--- config.mk ---
export PLATFORM = sky130hd
export DESIGN_NAME = sd_spi_responder
export DESIGN_NICKNAME = d
export VERILOG_FILES = /design/src/rtl/sd_spi_pkg.sv /design/src/rtl/sd_crc7.sv /design/src/rtl/sd_spi_responder.sv
export SDC_FILE = /design/constraint.sdc
export NUM_CORES = 1
export LEC_CHECK = 0
export ABC_AREA = 1
export CORE_MARGIN = 3
export CORE_UTILIZATION = 40
export CTS_CLUSTER_DIAMETER = 100
export DETAILED_ROUTE_END_ITERATION = 16
export SYNTH_ARGS = -nofsm -noshare
export SYNTH_HDL_FRONTEND = slang
export SYNTH_SLANG_ARGS = --single-unit
--- constraint.sdc ---
create_clock -name clk -period 5.3 [get_ports clk]
set_input_delay 1.325 -clock clk [delete_from_list [all_inputs] [get_ports clk]]
set_output_delay 1.325 -clock clk [all_outputs]
set_load 0.01 [all_outputs]
--- src/rtl/sd_spi_pkg.sv ---
// rtl/sd_spi_pkg.sv - shared SD SPI command indices, R1 layout, OCR window and FSM states
package sd_spi_pkg;

   localparam logic [5:0] CMD0  = 6'd0;
   localparam logic [5:0] CMD8  = 6'd8;
   localparam logic [5:0] CMD41 = 6'd41;
   localparam logic [5:0] CMD55 = 6'd55;
   localparam logic [5:0] CMD58 = 6'd58;

   localparam int R1_IDLE    = 0;
   localparam int R1_ILLEGAL = 2;
   localparam int R1_CRC     = 3;

   localparam logic [23:0] OCR_VOLT_WINDOW = 24'hFF8000;

   typedef enum logic [2:0] {
      ST_HUNT,
      ST_RECV,
      ST_EVAL,
      ST_NCR,
      ST_RESP
   } spi_state_t;

   function automatic logic [7:0] make_r1(input logic crc_err, input logic illegal,
                                          input logic idle);
      logic [7:0] r;
      r             = 8'h00;
      r[R1_CRC]     = crc_err;
      r[R1_ILLEGAL] = illegal;
      r[R1_IDLE]    = idle;
      return r;
   endfunction

endpackage

--- src/rtl/sd_crc7.sv ---
// rtl/sd_crc7.sv - serial CRC7 (x^7 + x^3 + 1), MSB-first, zero init
module sd_crc7 (
   input  logic       clk,
   input  logic       rst,
   input  logic       clear,
   input  logic       enable,
   input  logic       bit_in,
   output logic [6:0] crc
);

   logic fb;
   assign fb = bit_in ^ crc[6];

   always_ff @(posedge clk or posedge rst) begin
      if (rst)
         crc <= '0;
      else if (clear)
         crc <= '0;
      else if (enable)
         crc <= {crc[5:0], 1'b0} ^ {3'b000, fb, 2'b00, fb};
   end

endmodule

--- src/rtl/sd_spi_responder.sv ---
// rtl/sd_spi_responder.sv - SPI-mode SD card responder for the init command subset
module sd_spi_responder
   import sd_spi_pkg::*;
#(
   parameter int NCR_BYTES  = 1,
   parameter int INIT_POLLS = 2,
   parameter int CHECK_CRC  = 1,
   parameter int CCS        = 1
) (
   input  logic        clk,
   input  logic        rst,
   input  logic        spi_clk,
   input  logic        cs,
   input  logic        mosi,
   output logic        miso,
   output logic        cmd_strobe,
   output logic [5:0]  cmd_index,
   output logic [31:0] cmd_arg,
   output logic        crc_error,
   output logic        card_idle
);

   localparam logic [6:0]    NCR_LAST   = 7'(NCR_BYTES * 8 - 1);
   localparam int            PW         = (INIT_POLLS < 2) ? 1 : $clog2(INIT_POLLS + 1);
   localparam logic [PW-1:0] POLLS_INIT = PW'(INIT_POLLS);
   localparam logic          CHK        = (CHECK_CRC != 0);
   localparam logic          CCS_BIT    = (CCS != 0);

   logic [2:0] sclk_s;
   logic [1:0] cs_s;
   logic [1:0] mosi_s;
   logic       rise, fall, cs_hi, sdi;

   assign rise  = sclk_s[1] & ~sclk_s[2];
   assign fall  = ~sclk_s[1] & sclk_s[2];
   assign cs_hi = cs_s[1];
   assign sdi   = mosi_s[1];

   always_ff @(posedge clk or posedge rst) begin
      if (rst) begin
         sclk_s <= 3'b000;
         cs_s   <= 2'b11;
         mosi_s <= 2'b11;
      end else begin
         sclk_s <= {sclk_s[1:0], spi_clk};
         cs_s   <= {cs_s[0], cs};
         mosi_s <= {mosi_s[0], mosi};
      end
   end

   spi_state_t     state;
   logic [5:0]     bit_cnt;
   logic [6:0]     tx_cnt;
   logic [6:0]     resp_last;
   logic [44:0]    frame_sr;   // frame bits 45..1; start and stop bits are not kept
   logic [39:0]    resp_sr;
   logic           app;
   logic [PW-1:0]  polls;
   logic [6:0]     crc;
   logic           crc_clear, crc_en;

   // The start bit is always 0, so holding the CRC cleared through it is equivalent to feeding it.
   assign crc_clear = (state == ST_HUNT);
   assign crc_en    = (state == ST_RECV) && rise && (bit_cnt < 6'd40);

   sd_crc7 u_crc7 (
      .clk    (clk),
      .rst    (rst),
      .clear  (crc_clear),
      .enable (crc_en),
      .bit_in (sdi),
      .crc    (crc)
   );

   logic [7:0]    ev_r1;
   logic [31:0]   ev_tail;
   logic          ev_long, ev_idle, ev_app;
   logic [PW-1:0] ev_polls;

   always_comb begin
      ev_r1    = make_r1(1'b0, 1'b0, card_idle);
      ev_tail  = '1;
      ev_long  = 1'b0;
      ev_idle  = card_idle;
      ev_app   = 1'b0;
      ev_polls = polls;
      if (crc_error && CHK) begin
         ev_r1 = make_r1(1'b1, 1'b0, card_idle);
      end else begin
         case (cmd_index)
            CMD0: begin
               ev_idle  = 1'b1;
               ev_polls = POLLS_INIT;
               ev_r1    = make_r1(1'b0, 1'b0, 1'b1);
            end
            CMD8: begin
               ev_long = 1'b1;
               ev_tail = {16'h0000, 4'h0, cmd_arg[11:0]};
            end
            CMD55: ev_app = 1'b1;
            CMD41: begin
               if (!app)
                  ev_r1 = make_r1(1'b0, 1'b1, card_idle);
               else if (polls == '0) begin
                  ev_idle = 1'b0;
                  ev_r1   = 8'h00;
               end else begin
                  ev_polls = polls - 1'b1;
                  ev_r1    = make_r1(1'b0, 1'b0, 1'b1);
               end
            end
            CMD58: begin
               ev_long = 1'b1;
               ev_tail = {~card_idle, CCS_BIT, 6'b000000, OCR_VOLT_WINDOW};
            end
            default: ev_r1 = make_r1(1'b0, 1'b1, card_idle);
         endcase
      end
   end

   always_ff @(posedge clk or posedge rst) begin
      if (rst) begin
         state      <= ST_HUNT;
         bit_cnt    <= '0;
         tx_cnt     <= '0;
         resp_last  <= '0;
         frame_sr   <= '0;
         resp_sr    <= '1;
         miso       <= 1'b1;
         cmd_strobe <= 1'b0;
         cmd_index  <= '0;
         cmd_arg    <= '0;
         crc_error  <= 1'b0;
         card_idle  <= 1'b1;
         app        <= 1'b0;
         polls      <= POLLS_INIT;
      end else begin
         cmd_strobe <= 1'b0;
         if (cs_hi) begin
            state <= ST_HUNT;
            miso  <= 1'b1;
         end else begin
            case (state)
               ST_HUNT: begin
                  if (fall)
                     miso <= 1'b1;
                  if (rise && !sdi) begin
                     state    <= ST_RECV;
                     bit_cnt  <= 6'd1;
                     frame_sr <= {frame_sr[43:0], sdi};
                  end
               end
               ST_RECV: begin
                  if (fall)
                     miso <= 1'b1;
                  if (rise) begin
                     if (bit_cnt == 6'd1 && !sdi)
                        state <= ST_HUNT;
                     else if (bit_cnt == 6'd47) begin
                        state      <= ST_EVAL;
                        cmd_strobe <= 1'b1;
                        cmd_index  <= frame_sr[44:39];
                        cmd_arg    <= frame_sr[38:7];
                        crc_error  <= (crc != frame_sr[6:0]);
                     end else begin
                        bit_cnt  <= bit_cnt + 6'd1;
                        frame_sr <= {frame_sr[43:0], sdi};
                     end
                  end
               end
               ST_EVAL: begin
                  card_idle <= ev_idle;
                  app       <= ev_app;
                  polls     <= ev_polls;
                  resp_sr   <= {ev_r1, ev_tail};
                  resp_last <= ev_long ? 7'd39 : 7'd7;
                  tx_cnt    <= '0;
                  state     <= ST_NCR;
               end
               ST_NCR: begin
                  if (fall) begin
                     miso <= 1'b1;
                     if (tx_cnt == NCR_LAST) begin
                        tx_cnt <= '0;
                        state  <= ST_RESP;
                     end else
                        tx_cnt <= tx_cnt + 7'd1;
                  end
               end
               ST_RESP: begin
                  if (fall) begin
                     miso    <= resp_sr[39];
                     resp_sr <= {resp_sr[38:0], 1'b1};
                     if (tx_cnt == resp_last)
                        state <= ST_HUNT;
                     else
                        tx_cnt <= tx_cnt + 7'd1;
                  end
               end
               default: state <= ST_HUNT;
            endcase
         end
      end
   end

endmodule

==> results.yml, run 1 <==
yosys:
  syn-mean-instance-area_um2: 8.70
  syn-cell-area_um2: 7230
  ys_types: 32
  yosysSeqAreaShare: 0.569
  syn-num-nets: 840
  yosysWarnings: 0
  syn_inst: 831
  yosys_register_bits: 162
worst_setup_path:
  timing.rr.end: "cmd_arg[27]$_DFFE_PP0P_"
  rr_startpoint: "bit_cnt[0]$_DFFE_PP0P_"
  critPathTopFamily: "buffers and inverters"
  cp_slowest_cell: "clkdlybuf4s50_1"
  worst-path-buf-inv: 1
  cp_max_fo: 8
  startpoint_type: "register"
  cp.arrival_ps: 1580
  cp_cell_sequence: "clkdlybuf4s50_1"
  crit_type: "register to output pin"
  ff2ff_path_depth: 8
  reg2reg_setup_slack_ps: 2400
  endpoint_kind: "output pin"
  crit_required_ps: 3970
  max_stage_delay_ps: 610
clock_tree:
  insertion_delay_ps: 430
  postCtsSetupBuffers: 0
  htreeDepth: 4
  clock_sinks: 162
  cts_buffers: 17
  cts_buffer_depth: 2
  cts_resized: 0
  cts_tree: "built"
  clk_pin_slew_ps: 60
  cts_root_buf: "clkbuf_16"
  ctsHoldBuffers: 0
global_routing:
  grt_pass1_vias: 5208
  antenna_found_initial: 0
  grt_pass1_wl_um: 25400
  grt_start_max_net_pins: 103
  met1_usage: 0.219
  grtUsageTotal: 0.157
  met2_usage: 0.240
  met3_usage: 0.0345
  overflow: 0
  busiest_layer: "met2"
timing:
  rsz0062_at_grt: "no"
  period_needed_ps: 2910
  fin_skew_ps: 6.93
  clock.fmax_mhz: 344
  final_hold_viol_count: 0
  relSlewSlack: 0.313
  finalSetupViolCount: 0
  final_max_slew_viol_count: 0
  fin_setup_tns_ps: 0
  worst_pin_slew_ps: 1030
  period_share: 0.548
layout:
  n_fill_cell: 1662
  drive_above_1_share: 0.126
  multi_input_area_um2: 2540
  postLayoutCellArea_um2: 8460
  nets: 871
  syn_to_final_growth_pct: 17.1
  diodes: 0
  seqCellArea_um2: 4110
floorplanning:
  die_h_um: 140
  die_x_um: 140
  die-area_um2: 19700
  rows: 48
  core_um2: 17500
  initial_core_util: 0.414
  io_pins: 47
place:
  dpl.hpwl_um: 9130
  gp_congestion: 0.823
  port_buffers: 46
  postPlaceCellArea_um2: 7850
route:
  drtIter0Drc: 289
  avgRoutedWirePerCell_um: 13.1
  vias_per_cell: 4.85
  drc: 0
  vias: 5331
  ant_nets: 0
  drt-pass1-iter-count: 5
  routed_wl_um: 14400
worst_hold_path:
  hp-start: "mosi_s[0]$_DFF_PP1_"
  holdCritPathClass: "register to register"
  hold_path_end: "mosi_s[1]$_DFF_PP1_"
  holdPathStages: 0
job:
  cap_violations: 0
power:
  peakVddDrop_v: 0.000277
  powerDensity_nw_per_um2: 461
  power_mw: 3.90
  power_leakage_nw: 3.75
status:
  outcome: "complete, no violations"
-- logic make-up after synthesis --
group / after synthesis / synth area share
adders and majority gates: 4 / 0.00692
and+or+nand+nor: 316 / 0.178
buffers and inverters: 141 / 0.0831
DFF: 162 / 0.569
AOI/OAI and AO/OA: 196 / 0.149
xor gates and xnor gates: 12 / 0.0145
-- flip-flops by register name, indices dropped and copies added (netlist names) --
signal / count
cmd_arg: 32
crc_error: 1
cs_s: 2
polls: 2
resp_last: 2
state: 3
frame_sr: 45
miso: 1
u_crc7.crc: 7
resp_sr: 40
bit_cnt: 6
cmd_strobe: 1
tx_cnt: 7
app: 1
sclk_s: 3
cmd_index: 6
mosi_s: 2
card_idle: 1
-- layout by cell type, fill, tap and decap left out, types with 4 or more instances in the layout --
cell	instances
a21oi_1	26
clkbuf_16	17
clkdlybuf4s50_1	46
clkinv_4	4
dfrtp_1	115
dfstp_2	47
ha_1	4
inv_1	95
inv_2	7
nand2_1	183
nand3_1	36
nand4_1	5
nor2_1	80
o211ai_1	10
o21ai_0	113
o21ai_1	25
o21ai_2	10
o31ai_1	7
xnor2_1	4
xor2_1	8
-- cell type report --
cell class | instances | share of cell area
clock inverters | 14 | 0.0213
repair buffers | 50 | 0.0609
flip-flops and latches | 162 | 0.486
multi-input cells | 528 | 0.301
well taps | 225 | 0.0333
inverters | 103 | 0.0461
clock buffers | 18 | 0.0519
-- synth_stat cells --
cell type / count / share of area
nor2_2: 1 / 0.00087
o21ai_1: 25 / 0.017
nand2_1: 183 / 0.095
nor3_4: 1 / 0.0023
ha_1: 4 / 0.0069
buf_2: 15 / 0.010
nor2_1: 80 / 0.042
nand3_1: 37 / 0.026
o211ai_1: 10 / 0.010
xnor2_1: 4 / 0.0048
dfrtp_1: 115 / 0.40
buf_4: 6 / 0.0062
o21ai_0: 113 / 0.078
inv_2: 7 / 0.0036
nor4_1: 1 / 0.00087
dfstp_2: 47 / 0.17
a21oi_1: 26 / 0.018
nor3_2: 1 / 0.0014
clkbuf_1: 13 / 0.0067
nand2_2: 2 / 0.0017
xor2_1: 8 / 0.0097
o31ai_1: 7 / 0.0073
nor3_1: 3 / 0.0021
or2_2: 1 / 0.00087
a31oi_1: 3 / 0.0026
buf_6: 4 / 0.0062
o31ai_2: 1 / 0.0017
inv_1: 96 / 0.050
o21ai_2: 10 / 0.012
o22a_1: 1 / 0.0012
nand3_2: 1 / 0.0014
nand4_1: 5 / 0.0043
-- how the worst max path moves through the flow --
stage	slack, ps	from	depth (start not counted)	endpoint
finish	2390	crc_error$_DFFE_PP0P_	1	crc_error
global placement	2460	bit_cnt[0]$_DFFE_PP0P_	8	cmd_arg[30]$_DFFE_PP0P_
floorplan	1960	rst	1	app$_DFFE_PP0P_
detailed placement	2330	bit_cnt[0]$_DFFE_PP0P_	8	cmd_arg[27]$_DFFE_PP0P_
CTS	2320	bit_cnt[0]$_DFFE_PP0P_	8	cmd_arg[27]$_DFFE_PP0P_
global route	1950	bit_cnt[0]$_DFFE_PP0P_	8	cmd_arg[16]$_DFFE_PP0P_
-- power breakdown --
| group | internal, mW | switching [mW] |
|---|---|---|
| clock network | 0.762 | 0.525 |
| registers | 1.64 | 0.185 |
| logic | 0.274 | 0.512 |
| total | 2.68 | 1.22 |
-- metrics by stage --
step / cells / hold slack [ps] / setup WS [ps] / util
final: 1100 / 355 / 2390 / 0.484
after global routing: 1100 / 358 / 1950 / 0.484
after CTS: 1100 / 356 / 2320 / 0.484
after detailed placement: 1068 / 347 / 2330 / 0.449
after global placement: 1068 / 341 / 2460 / 0.449
after floorplan: 831 / 331 / 1960 / -
-- routing by layer --
| metal | up-vias | part of all wire |
|---|---|---|
| met5 | - | 0 |
| met4 | 0 | 0.015 |
| met2 | 71 | 0.46 |
| li1 | 2735 | - |
| met3 | 14 | 0.030 |
| met1 | 2511 | 0.50 |
Note: power is estimated with default switching activity, not from simulation.
==> run 2, diff against run 1 <==
==> constraint.sdc (replaced) <==
create_clock -name clk -period 2.6 [get_ports clk]
set_input_delay 0.65 -clock clk [delete_from_list [all_inputs] [get_ports clk]]
set_output_delay 0.65 -clock clk [all_outputs]
set_load 0.01 [all_outputs]
==> results.yml, run 2 (synthesis results as in run 1) <==
timing:
  finalSetupViolCount: 0
  relSlewSlack: 0.452
  fin_setup_tns_ps: 0
  period_needed_ps: 2230
  final_hold_viol_count: 0
  period_share: 0.859
  rsz0062_at_grt: "no"
  final_max_slew_viol_count: 0
  clock.fmax_mhz: 448
  worst_pin_slew_ps: 821
  fin_skew_ps: 8.41
route:
  drt-pass1-iter-count: 4
  drtIter0Drc: 287
  vias: 5334
  avgRoutedWirePerCell_um: 12.9
  routed_wl_um: 14300
  drc: 0
  vias_per_cell: 4.81
  ant_nets: 0
clock_tree:
  cts_buffers: 17
  cts_buffer_depth: 2
  htreeDepth: 4
  cts_root_buf: "clkbuf_16"
  postCtsSetupBuffers: 0
  cts_tree: "built"
  clk_pin_slew_ps: 70
  insertion_delay_ps: 430
  ctsHoldBuffers: 0
  cts_resized: 0
  clock_sinks: 162
place:
  gp_congestion: 0.813
  dpl.hpwl_um: 9420
  place_inst: 1077
  port_buffers: 46
layout:
  final_common_cell: "nand2_1"
  largest_reg_flops: 45
  n_fill_cell: 1661
  largest-register: "frame_sr"
  syn_to_final_growth_pct: 18.1
  layout_common_cells: "183 x nand2_1, 115 x dfrtp_1, 113 x o21ai_0"
  nets: 880
  top_regs: "frame_sr x45, resp_sr x40, cmd_arg x32"
  final_cells: 1109
  drive_above_1_share: 0.136
  diodes: 0
floorplanning:
  io_pins: 47
  initial_core_util: 0.414
  rows: 48
  core_um2: 17500
  die_h_um: 140
  die_x_um: 140
  die-area_um2: 19700
worst_setup_path:
  crit_type: "register to output pin"
  cp_max_fo: 5
  crit_required_ps: 1950
  worst-path-buf-inv: 1
  cp_slowest_cell: "clkdlybuf4s50_1"
  max_stage_delay_ps: 590
  critPathTopFamily: "buffers and inverters"
  startpoint_type: "register"
  cp_cell_sequence: "clkdlybuf4s50_1"
  cp.arrival_ps: 1580
  endpoint_kind: "output pin"
global_routing:
  grtUsageTotal: 0.158
  antenna_found_initial: 0
  overflow: 0
  grt_start_max_net_pins: 103
  grt_pass1_wl_um: 25600
  grt_pass1_vias: 5296
power:
  power_frac_seq: 0.480
  p_clk_frac: 0.309
  power_leakage_nw: 3.78
  peakVddDrop_v: 0.000553
  powerDensity_nw_per_um2: 910
  pwr-share-comb: 0.212
  intPower_mw: 5.21
  power_switching_mw: 2.55
  switching_share: 0.329
worst_hold_path:
  holdCritPathClass: "register to register"
job:
  cap_violations: 0
status:
  outcome: "complete, no violations"
-- run 2: changes by cell type in the layout (fill, tap and decap cells not counted) --
| cell | previous run | this run |
|---|---|---|
| clkinv_4 | 4 | 0 |
| inv_8 | 2 | 4 |
| inv_6 | 1 | 7 |
| buf_4 | 2 | 6 |
| buf_12 | 2 | 7 |
| clkinv_1 | 1 | 0 |
| clkbuf_8 | 1 | 0 |
| clkinvlp_4 | 3 | 5 |
| clkinv_2 | 1 | 0 |
| bufinv_16 | 3 | 0 |
-- run 2: worst paths after layout --
| kind | end | cells after the start | startpoint | slack (ps) |
|---|---|---|---|---|
| min in group asynchronous | cmd_arg[22]$_DFFE_PP0P_ | 2 | rst | 640 |
| max | card_idle | 1 | card_idle$_DFFE_PP1P_ | 370 |
| max in group asynchronous | resp_sr[21]$_DFFE_PP1P_ | 3 | rst | 1310 |
| max reg2reg | resp_sr[9]$_DFFE_PP1P_ | 8 | cmd_index[3]$_DFFE_PP0P_ | 440 |
| min reg2reg | sclk_s[1]$_DFF_PP0_ | 0 | sclk_s[0]$_DFF_PP0_ | 350 |
| min | sclk_s[1]$_DFF_PP0_ | 0 | sclk_s[0]$_DFF_PP0_ | 350 |
-- run 2: power groups by stage --
stage	sequential (mW)	clock, mW	combinational (mW)
floorplan	3.67	0	1.33
global placement	3.76	0	1.63
detailed placement	3.76	0	1.68
CTS	3.72	2.48	1.68
global route	3.81	2.59	1.95
finish	3.72	2.40	1.64
-- run 2: through the flow --
| stage | setup slack (ps) | util | cell area, um2 | hold slack [ps] | total power [mW] |
|---|---|---|---|---|---|
| 2_1_floorplan | -68.4 | - | 7230 | 331 | 5.00 |
| 3_3_place_gp | 457 | 0.456 | 7980 | 338 | 5.39 |
| 3_5_place_dp | 433 | 0.456 | 7980 | 337 | 5.43 |
| 4_1_cts | 326 | 0.488 | 8540 | 353 | 7.88 |
| 5_1_grt | 197 | 0.488 | 8540 | 360 | 8.36 |
| 6_report | 367 | 0.488 | 8540 | 354 | 7.77 |
-- run 2: cell type report --
class,instances,area (um2),share of cell area
sequential,162,4110,0.482
multi-input combinational,528,2540,0.298
timing repair buffer,59,646,0.0756
clock buffer,17,425,0.0498
inverter,103,390,0.0457
tap,225,282,0.0330
clock inverter,15,136,0.0160
-- run 2: metal layers --
metal | vias to the layer above | wire [um] | track usage
met1 | 2524 | 6980 | 0.219
met5 | - | 0 | 0
met4 | 0 | 178 | 0.0490
met3 | 14 | 362 | 0.0413
met2 | 51 | 6770 | 0.245
li1 | 2745 | - | -
==> run 3, diff against run 2 <==
==> constraint.sdc (replaced) <==
create_clock -name clk -period 2.8 [get_ports clk]
set_input_delay 0.7 -clock clk [delete_from_list [all_inputs] [get_ports clk]]
set_output_delay 0.7 -clock clk [all_outputs]
set_load 0.1 [all_outputs]
==> results.yml, run 3 (synthesis results as in run 1) <==
worst_setup_path:
  critPathTopFamily: "simple AND/OR/NAND/NOR gates"
  cp_max_fo: 54
  crit_type: "register to register"
  max_stage_delay_ps: 430
  worst-path-buf-inv: 1
  endpoint_kind: "register"
  cp.arrival_ps: 2460
  cp_slowest_cell: "dfrtp_1"
  crit_required_ps: 3110
  startpoint_type: "register"
  cp_cell_sequence: "ha_1 -> nand2_1 -> nor2_1 -> nand3_1 -> nand2_1 -> nand2_1 -> nand3_4 -> buf_12 -> nor2_1 -> a21oi_1"
  crit_path_frequent_cell: "nand2_1"
clock_tree:
  cts_tree: "built"
  htreeDepth: 4
  cts_buffers: 17
  postCtsSetupBuffers: 0
  ctsHoldBuffers: 0
  clock_sinks: 162
  clk_pin_slew_ps: 70
  cts_resized: 0
  cts_buffer_depth: 2
  insertion_delay_ps: 440
  cts_root_buf: "clkbuf_16"
global_routing:
  overflow: 0
  grt_pass1_wl_um: 25000
  grt_pass1_vias: 5209
  antenna_found_initial: 0
  grtUsageTotal: 0.155
  grt_start_max_net_pins: 95
timing:
  final_hold_viol_count: 0
  fin_skew_ps: 12.7
  period_needed_ps: 2150
  period_share: 0.768
  finalSetupViolCount: 0
  rsz0062_at_grt: "no"
  final_max_slew_viol_count: 0
  worst_pin_slew_ps: 817
  relSlewSlack: 0.455
  fin_setup_tns_ps: 0
  clock.fmax_mhz: 465
place:
  postPlaceCellArea_um2: 7820
  gp_congestion: 0.813
  port_buffers: 46
  dpl.hpwl_um: 9210
worst_hold_path:
  holdCritPathClass: "register to register"
route:
  routed_wl_um: 14300
  avgRoutedWirePerCell_um: 13.0
  ant_nets: 0
  vias_per_cell: 4.79
  drc: 0
  drt-pass1-iter-count: 5
  vias: 5306
  drtIter0Drc: 398
layout:
  n_fill_cell: 1697
  diodes: 0
  top_regs: "frame_sr x45, resp_sr x40, cmd_arg x32"
  postLayoutCellArea_um2: 8400
  final_common_cell: "nand2_1"
  multi_input_area_um2: 2540
  largest-register: "frame_sr"
  drive_above_1_share: 0.181
  syn_to_final_growth_pct: 16.2
  layout_common_cells: "183 x nand2_1, 115 x dfrtp_1, 113 x o21ai_0"
  seqCellArea_um2: 4110
  nets: 878
  largest_reg_flops: 45
floorplanning:
  die-area_um2: 19700
  rows: 48
  io_pins: 47
  core_um2: 17500
  initial_core_util: 0.414
  die_x_um: 140
  die_h_um: 140
power:
  power_leakage_nw: 3.87
  powerDensity_nw_per_um2: 875
  peakVddDrop_v: 0.000534
status:
  outcome: "complete, no violations"
job:
  cap_violations: 0
-- run 3: changes by cell type in the layout (fill, tap and decap cells not counted), sizes merged --
cell | previous run | this run
clkdlybuf4s50 | 46 | 4
buf | 13 | 53
clkinv | 0 | 4
clkinvlp | 5 | 1
-- run 3: metal layers --
layer,share of wire,track usage
met1,0.50,0.210
met2,0.45,0.243
met3,0.035,0.0410
met4,0.011,0.0500
met5,0,0
-- run 3: final timing paths --
check / endpoint / slack (ps) / depth (start not counted) / startpoint
worst max-delay path: frame_sr[19]$_DFFE_PP0P_ / 650 / 10 / bit_cnt[0]$_DFFE_PP0P_
worst min-delay path: sclk_s[1]$_DFF_PP0_ / 350 / 0 / sclk_s[0]$_DFF_PP0_
worst max register to register: frame_sr[19]$_DFFE_PP0P_ / 650 / 10 / bit_cnt[0]$_DFFE_PP0P_
worst min register to register: sclk_s[1]$_DFF_PP0_ / 350 / 0 / sclk_s[0]$_DFF_PP0_
max in group asynchronous: cs_s[1]$_DFF_PP1_ / 1580 / 3 / rst
min in group asynchronous: cmd_arg[8]$_DFFE_PP0P_ / 510 / 2 / rst
-- run 3: stage by stage --
| step | util | hold slack [ps] | setup slack, ps | instances | total power, mW |
|---|---|---|---|---|---|
| global route | 0.481 | 357 | 388 | 1107 | 7.87 |
| detailed placement | 0.447 | 335 | 642 | 1075 | 5.12 |
| CTS | 0.481 | 351 | 631 | 1107 | 7.44 |
| floorplan | - | 331 | 81.6 | 831 | 4.70 |
| finish | 0.481 | 349 | 651 | 1107 | 7.35 |
| global placement | 0.447 | 337 | 693 | 1075 | 5.07 |
-- run 3: worst reg2reg max path: stages, from the launching register on --
cell,delay (ps)
dfrtp_1,430
ha_1,220
nand2_1,80
nor2_1,60
nand3_1,150
nand2_1,70
nand2_1,100
nand3_4,420
buf_12,350
nor2_1,100
a21oi_1,50
-- run 3: area by class of cell --
cell class | count | share of cell area
Multi-Input combinational cell | 528 | 0.303
Timing Repair Buffer | 57 | 0.0581
Tap cell | 225 | 0.0335
Inverter | 103 | 0.0465
Clock inverter | 15 | 0.0189
Clock buffer | 17 | 0.0506
Sequential cell | 162 | 0.490
-- run 3: power breakdown --
group	total, mW	leakage (nW)	switching, mW	internal, mW
clock	2.29	0.289	1.09	1.20
combinational	1.59	1.55	1.04	0.551
sequential	3.47	2.03	0.362	3.11
